**config.mk**
```make
export PLATFORM = sky130hd
export DESIGN_NAME = pipe_stage_reg_flat
export DESIGN_NICKNAME = d
export VERILOG_FILES = /design/src/rtl/pipe_stage_reg_if.sv /design/src/rtl/pipe_stage_reg.sv /design/src/flat_wrapper.sv
export SDC_FILE = /design/constraint.sdc
export NUM_CORES = 1
export LEC_CHECK = 0
export CORE_AREA = 2 2 230 232
export CTS_CLUSTER_SIZE = 20
export DETAILED_ROUTE_END_ITERATION = 6
export DIE_AREA = 0 0 232 234
export PLACE_DENSITY = 0.57
export SYNTH_ARGS = -nofsm -noshare
export SYNTH_HDL_FRONTEND = slang
export SYNTH_SLANG_ARGS = --single-unit
```
**constraint.sdc**
```tcl
create_clock -name clk -period 1.5 [get_ports clk]
set_input_delay 0.3 -clock clk [delete_from_list [all_inputs] [get_ports clk]]
set_output_delay 0.3 -clock clk [all_outputs]
set_load 0.02 [all_outputs]
```
**src/rtl/pipe_stage_reg_if.sv**
```systemverilog
// Stage-to-stage bus for pipe_stage_reg: upstream entry (payload, exception
// triple, valid) going in, and the registered copy coming out.
// master = the core side that feeds the stage and consumes its output.
// slave  = the pipeline register itself.
interface pipe_stage_reg_if #(
    parameter int DATA_W = 213,
    parameter int EXC_W  = 5
);
    // Upstream entry presented to the stage
    logic              in_valid_i;
    logic [DATA_W-1:0] in_data_i;
    logic [EXC_W-1:0]  exc_code_i;
    logic [31:0]       exc_epc_i;
    logic [31:0]       exc_badvaddr_i;

    // Registered entry leaving the stage
    logic              out_valid_o;
    logic [DATA_W-1:0] out_data_o;
    logic [EXC_W-1:0]  exc_code_o;
    logic [31:0]       exc_epc_o;
    logic [31:0]       exc_badvaddr_o;

    modport master (
        output in_valid_i,
        output in_data_i,
        output exc_code_i,
        output exc_epc_i,
        output exc_badvaddr_i,
        input  out_valid_o,
        input  out_data_o,
        input  exc_code_o,
        input  exc_epc_o,
        input  exc_badvaddr_o
    );

    modport slave (
        input  in_valid_i,
        input  in_data_i,
        input  exc_code_i,
        input  exc_epc_i,
        input  exc_badvaddr_i,
        output out_valid_o,
        output out_data_o,
        output exc_code_o,
        output exc_epc_o,
        output exc_badvaddr_o
    );
endinterface

```
**src/rtl/pipe_stage_reg.sv**
```systemverilog
// Inter-stage pipeline register for the five-stage MIPS core.
// Carries an opaque payload, the exception triple (code, EPC, BadVAddr) and
// a valid bit. Each edge resolves to one of FLUSH > BUBBLE > HOLD > ADVANCE
// from flush and the two stall-vector bits around this stage. Also reports a
// one-cycle bubble marker and a saturating count of consecutive stall cycles.
// Every output is a flop; nothing on the input side reaches an output
// combinationally.
module pipe_stage_reg #(
    parameter int DATA_W      = 213,
    parameter int STALL_W     = 6,
    parameter int STAGE       = 3,
    parameter int EXC_W       = 5,
    parameter int EXC_NONE    = 0,
    parameter int ZERO_BUBBLE = 1,
    parameter int CNT_W       = 8
) (
    input  logic               clk,
    input  logic               rst,          // asynchronous, active low
    input  logic [STALL_W-1:0] stall,        // 1 = STOP
    input  logic               flush,
    pipe_stage_reg_if.slave    bus,
    output logic               bubble_o,
    output logic [CNT_W-1:0]   stall_cnt_o
);

    // The upstream bit is STAGE and the downstream bit is STAGE+1, so both
    // have to fall inside the stall vector.
    if (STAGE < 0 || STAGE > STALL_W - 2) begin : g_bad_stage
        $error("pipe_stage_reg: STAGE=%0d out of range for STALL_W=%0d",
               STAGE, STALL_W);
    end

    localparam logic [EXC_W-1:0] EXC_NONE_C = EXC_W'(EXC_NONE);
    localparam bit               ZERO_C     = (ZERO_BUBBLE != 0);

    typedef enum logic [1:0] {
        ACT_ADVANCE,
        ACT_HOLD,
        ACT_BUBBLE,
        ACT_FLUSH
    } action_e;

    logic    stall_up;
    logic    stall_dn;
    action_e act;

    // Only two bits of the stall vector matter here; fold the rest into a
    // sink so the unused upper/lower bits are accounted for.
    logic unused_stall;
    assign unused_stall = ^stall;

    assign stall_up = stall[STAGE];
    assign stall_dn = stall[STAGE+1];

    // Registered copies of the entry.
    logic              valid_q;
    logic [DATA_W-1:0] data_q;
    logic [EXC_W-1:0]  code_q;
    logic [31:0]       epc_q;
    logic [31:0]       badvaddr_q;
    logic              bubble_q;
    logic [CNT_W-1:0]  cnt_q;

    // Pick this edge's action by priority. stall_up=0 with stall_dn=1 cannot
    // happen in the core and simply falls through to ADVANCE.
    always_comb begin
        // NOTE: default assignment first, so every path writes act and no
        // latch is inferred.
        act = ACT_ADVANCE;
        if (flush) begin
            act = ACT_FLUSH;
        end else if (stall_up) begin
            act = stall_dn ? ACT_HOLD : ACT_BUBBLE;
        end
    end

    // Entry register: clear on flush/bubble/invalid load, keep on hold,
    // load the upstream entry (exception and all) on advance.
    always_ff @(posedge clk or negedge rst) begin
        if (!rst) begin
            // NOTE: non-blocking assignments in clocked blocks, so every flop
            // samples pre-edge values regardless of statement order.
            valid_q    <= 1'b0;
            data_q     <= '0;
            code_q     <= EXC_NONE_C;
            epc_q      <= '0;
            badvaddr_q <= '0;
        end else begin
            unique case (act)
                ACT_FLUSH, ACT_BUBBLE: begin
                    valid_q <= 1'b0;
                    code_q  <= EXC_NONE_C;
                    if (ZERO_C) begin
                        data_q     <= '0;
                        epc_q      <= '0;
                        badvaddr_q <= '0;
                    end
                end
                ACT_HOLD: begin
                    // every field keeps its value
                end
                ACT_ADVANCE: begin
                    if (bus.in_valid_i) begin
                        valid_q    <= 1'b1;
                        data_q     <= bus.in_data_i;
                        code_q     <= bus.exc_code_i;
                        epc_q      <= bus.exc_epc_i;
                        badvaddr_q <= bus.exc_badvaddr_i;
                    end else begin
                        valid_q <= 1'b0;
                        code_q  <= EXC_NONE_C;
                        if (ZERO_C) begin
                            data_q     <= '0;
                            epc_q      <= '0;
                            badvaddr_q <= '0;
                        end
                    end
                end
                default: begin
                    valid_q <= 1'b0;
                    code_q  <= EXC_NONE_C;
                end
            endcase
        end
    end

    // Bubble marker: high for exactly the cycle after a bubble was inserted.
    always_ff @(posedge clk or negedge rst) begin
        if (!rst) begin
            bubble_q <= 1'b0;
        end else begin
            bubble_q <= (act == ACT_BUBBLE);
        end
    end

    // Stall-length counter: counts BUBBLE and HOLD cycles alike, saturates at
    // all-ones, clears on ADVANCE and FLUSH.
    always_ff @(posedge clk or negedge rst) begin
        if (!rst) begin
            cnt_q <= '0;
        end else if (act == ACT_BUBBLE || act == ACT_HOLD) begin
            if (cnt_q != {CNT_W{1'b1}}) begin
                cnt_q <= cnt_q + CNT_W'(1);
            end
        end else begin
            cnt_q <= '0;
        end
    end

    assign bus.out_valid_o    = valid_q;
    assign bus.out_data_o     = data_q;
    assign bus.exc_code_o     = code_q;
    assign bus.exc_epc_o      = epc_q;
    assign bus.exc_badvaddr_o = badvaddr_q;
    assign bubble_o           = bubble_q;
    assign stall_cnt_o        = cnt_q;

endmodule

```
**src/flat_wrapper.sv**
```systemverilog
// flat-port wrapper written by rule: the top's interface ports become plain ports
module pipe_stage_reg_flat 
#(
    parameter int DATA_W      = 213,
    parameter int STALL_W     = 6,
    parameter int STAGE       = 3,
    parameter int EXC_W       = 5,
    parameter int EXC_NONE    = 0,
    parameter int ZERO_BUBBLE = 1,
    parameter int CNT_W       = 8
)
  (clk, rst, stall, flush, bubble_o, stall_cnt_o, bus_in_valid_i, bus_in_data_i, bus_exc_code_i, bus_exc_epc_i, bus_exc_badvaddr_i, bus_out_valid_o, bus_out_data_o, bus_exc_code_o, bus_exc_epc_o, bus_exc_badvaddr_o);
  pipe_stage_reg_if #(.DATA_W(DATA_W), .EXC_W(EXC_W)) bus_i ();
  input  logic clk;
  input  logic rst;
  input  logic [STALL_W-1:0] stall;
  input  logic flush;
  output logic bubble_o;
  output logic [CNT_W-1:0] stall_cnt_o;
  input wire logic [$bits(bus_i.in_valid_i)-1:0] bus_in_valid_i;
  input wire logic [$bits(bus_i.in_data_i)-1:0] bus_in_data_i;
  input wire logic [$bits(bus_i.exc_code_i)-1:0] bus_exc_code_i;
  input wire logic [$bits(bus_i.exc_epc_i)-1:0] bus_exc_epc_i;
  input wire logic [$bits(bus_i.exc_badvaddr_i)-1:0] bus_exc_badvaddr_i;
  output wire logic [$bits(bus_i.out_valid_o)-1:0] bus_out_valid_o;
  output wire logic [$bits(bus_i.out_data_o)-1:0] bus_out_data_o;
  output wire logic [$bits(bus_i.exc_code_o)-1:0] bus_exc_code_o;
  output wire logic [$bits(bus_i.exc_epc_o)-1:0] bus_exc_epc_o;
  output wire logic [$bits(bus_i.exc_badvaddr_o)-1:0] bus_exc_badvaddr_o;
  assign bus_i.in_valid_i = bus_in_valid_i;
  assign bus_i.in_data_i = bus_in_data_i;
  assign bus_i.exc_code_i = bus_exc_code_i;
  assign bus_i.exc_epc_i = bus_exc_epc_i;
  assign bus_i.exc_badvaddr_i = bus_exc_badvaddr_i;
  assign bus_out_valid_o = bus_i.out_valid_o;
  assign bus_out_data_o = bus_i.out_data_o;
  assign bus_exc_code_o = bus_i.exc_code_o;
  assign bus_exc_epc_o = bus_i.exc_epc_o;
  assign bus_exc_badvaddr_o = bus_i.exc_badvaddr_o;
  pipe_stage_reg #(.DATA_W(DATA_W), .STALL_W(STALL_W), .STAGE(STAGE), .EXC_W(EXC_W), .EXC_NONE(EXC_NONE), .ZERO_BUBBLE(ZERO_BUBBLE), .CNT_W(CNT_W)) u_core (.clk(clk), .rst(rst), .stall(stall), .flush(flush), .bus(bus_i), .bubble_o(bubble_o), .stall_cnt_o(stall_cnt_o));
endmodule
```
==> summary.txt <==
Run status
  • Result of the run: finished clean

Timing
  • RSZ-0062 raised after global routing: no
  • Final count of negative-setup-slack endpoints: 0
  • Fraction of the cycle the final worst path needs: 0.9725
  • Number of max-slew violations in the final report: 0
  • Worst Max-Slew Pin Slew: 0.4888 ns
  • Largest clock skew in the final design: 0.006136 ns
  • Post-route minimum period: 1.459 ns
  • FMAX: 685.5 MHz
  • Headroom to the max-slew limit: 0.6741
  • Number of hold violations in the final report: 0

Critical path
  • Cell family contributing the most delay on the critical path: flip-flops
  • Worst EP required: 1.20 ns
  • Worst r2r path cells: 4
  • Longest individual stage delay on the worst path: 0.38 ns
  • Worst reg2reg startpoint: u_core.stall_cnt_o[0]
  • Critical path fanouts, max: 2
  • List of cells traversed by the critical path: clkdlybuf4s15_2
  • Slowest stage cell, crit path: dfrtp_1
  • Total buffers and inverters traversed by the critical path: 1
  • Register-to-Register Setup Slack: 0.12 ns
  • Startpoint kind of the worst setup timing path: flip-flop
  • Category of the worst setup path capture point: output port
  • Critical path type: reg -> out
  • Worst Path Arrival: 1.16 ns
  • FF-to-FF End: u_core.stall_cnt_o[0]

Synthesis
  • Area share of the largest cell type after synthesis: 0.6976
  • Post-synthesis async set-or-reset flop share: 1.000
  • Commonest cells in the synthesized netlist: dfrtp_1, a22o_1, buf_2, clkbuf_1, buf_6
  • Synthesized cell area: 10480 um^2
  • Most instantiated library cell after synthesis: dfrtp_1
  • Post-synthesis cell count: 688
  • Dominant synthesized flop cell: dfrtp_1
  • Post-synth EDFFs: 0
  • Sequential share of the synthesized area: 0.6976
  • Number of unique standard cell types used by synthesis: 31
  • Post-Syn Area per Cell: 15.23 um^2
  • Synthesis-stage register bit count: 292
  • Total nets after synthesis: 985
  • Yosys Warn Count: 0
  • Ranking of synthesized cells by area: dfrtp_1, a22o_1, buf_2, buf_6, clkbuf_1
  • Largest area contributor in the netlist: dfrtp_1

Global route
  • Largest net degree at the start of global routing: 47
  • Wire length of the first global-routing pass: 56.44 mm
  • Via count of the first global-routing pass: 9253
  • All-layer global routing usage: 0.1338
  • Grt ovf: 0
  • Number of antenna violations at the first check in global routing: 0

Clock network
  • Insertion delay of the later-clocked pin in the worst-skew pair: 0.52 ns
  • Number of buffers between clock root and the deepest sink: 3
  • Clock root buffer: clkbuf_16
  • Number of sinks handled by clock tree synthesis: 292
  • TritonCTS clock tree: done
  • Clock buffers created by TritonCTS: 34
  • H-tree depth: 2
  • Post-CTS clock slew at the launch and capture registers of the worst setup and hold paths: 0.06 ns

Drt
  • Remaining number of nets flagged by the antenna check after routing: 0
  • Routed via count: 8755
  • Detailed Route Iter0 Violations: 325
  • Highest metal layer used by the detailed router: met4
  • Sum of met3 wire segment lengths after detailed routing: 2.931 mm
  • Routed via count divided by cell count: 4.287
  • Routed WL per cell: 18.66 um
  • Routed length on met2: 18.55 mm
  • First-pass iteration count of the detailed router: 4
  • Detailed-route wire length: 38.11 mm
  • Met1 layer wirelength in the final routing: 15.47 mm
  • Final routed DRC violation total: 0

Layout
  • Syn-to-layout area delta: 69.12%
  • Final cell utilization of the core: 0.3405
  • Diodes inserted: 0
  • Post-Layout Inst Area: 17720 um^2
  • Proportion of layout cells with a drive suffix above 1: 0.3323
  • # nets final: 1632

Floorplan
  • Initial core utilization: 0.2013
  • Die height: 234 um
  • Die area: 54290 um^2
  • Width of the chip: 232 um
  • Boundary Pins: 584
  • Cell Rows: 84
  • Core area: 52020 um^2

Pwr
  • VDD IR max: 0.5757 mV
  • Pwr Density: 1052 nW/um^2
  • Leakage power of the design: 8.974 nW

Placed design
  • HPWL after DPL: 27.57 mm
  • Area post-placement: 17660 um^2
  • Port Buffers: 579
  • GP Congestion: 0.8243

Hold path
  • Worst hold path type: in -> reg
  • Count of cells along the worst hold path: 4
  • Endpoint of the worst hold-timing path: u_core.bubble_o
  • Hold path start: flush

Run
  • Number of maximum-capacitance constraint violations: 0
## worst max path at each step
stage	from	end	slack, ns	depth (start not counted)
CTS	u_core.bus.out_data_o[76]	bus_out_data_o[76]	0.00001	1
global route	u_core.stall_cnt_o[0]	stall_cnt_o[0]	0.00006	1
finish	u_core.bus.out_data_o[41]	bus_out_data_o[41]	0.04	1
global placement	stall[3]	u_core.stall_cnt_o[5]	-0.65	7
detailed placement	stall[3]	u_core.bus.out_data_o[61]	-0.67	9
floorplan	stall[4]	u_core.stall_cnt_o[0]	-0.02	5
## repair_timing
action                                  in CTS  in global routing
hold buffers                                 1                  0
hold endpoints to repair                    26                  0
resized for setup                         1121                 75
endpoints found under the setup margin     565                150
pin swaps                                    5                  2
buffers inserted                            14                  1
cloned                                       3                  0
## registers in the layout (all words and copies together), names as in the netlist
name,count
u_core.bus.exc_code_o,5
u_core.bubble_o,1
u_core.stall_cnt_o,8
u_core.bus.out_valid_o,1
u_core.bus.exc_badvaddr_o,32
u_core.bus.out_data_o,213
u_core.bus.exc_epc_o,32
## layout by cell type, fill, tap and decap left out, types with 3 or more instances in the layout
cell	n
dfrtp_1	291
clkdlybuf4s50_1	283
a22o_1	281
buf_2	278
buf_4	58
clkbuf_16	37
buf_12	27
clkdlybuf4s15_2	14
clkbuf_8	7
clkbuf_1	7
nand2_1	6
nand3_1	5
o21ai_0	4
buf_6	4
a21oi_1	3
nor2_1	3
clkinv_2	3
buf_16	3
## worst min-delay path, cell delays in order
cell	delay (ns)
clkbuf_2	0.13
a21oi_4	0.05
inv_1	0.09
ha_4	0.14
## area by class of cell
type                    instances  area (um^2)
clock buffers                  51         1049
clock inverters                 4        45.04
fillers                      5278        34310
inverters                       4        15.01
multi-input cells             329         2845
flip-flops and latches        292         7308
well taps                     688        860.8
repair buffers                674         5593
## cells by family after synthesis
kind of cell	count (synthesis)	synth area share
buf+inv	67	0.03559
mux	3	0.003105
xor+xnor	1	0.0008363
fa+ha+maj	5	0.005972
compound gates	295	0.2433
simple gates	25	0.01362
flops	292	0.6976
## layer usage
metal	vias up	track usage
met3	69	0.03806
met1	4376	0.1656
li1	3950	-
met4	0	0.05068
met5	-	0
met2	360	0.2214
## metrics by stage
step / power (mW) / hold slack, ns / setup WS (ns) / TNS [ns] / std cells
after floorplan: 9.038 / 0.004409 / -0.01750 / -1.559 / 688
after global placement: 10.73 / 0.2638 / -0.6491 / -174.52 / 1968
after detailed placement: 10.75 / 0.2633 / -0.6655 / -176.17 / 1968
after CTS: 19.00 / 0.2871 / 0.00001421 / 0 / 2041
after global routing: 19.49 / 0.2171 / 0.00006184 / 0 / 2042
final: 18.63 / 0.2244 / 0.04123 / 0 / 2042
## power by group
group          internal (mW)  switching (mW)
registers               8.08           0.122
logic                   1.22            1.04
clock network           4.96            3.20
total                   14.3            4.37
Note: power is estimated with default switching activity, not from simulation.
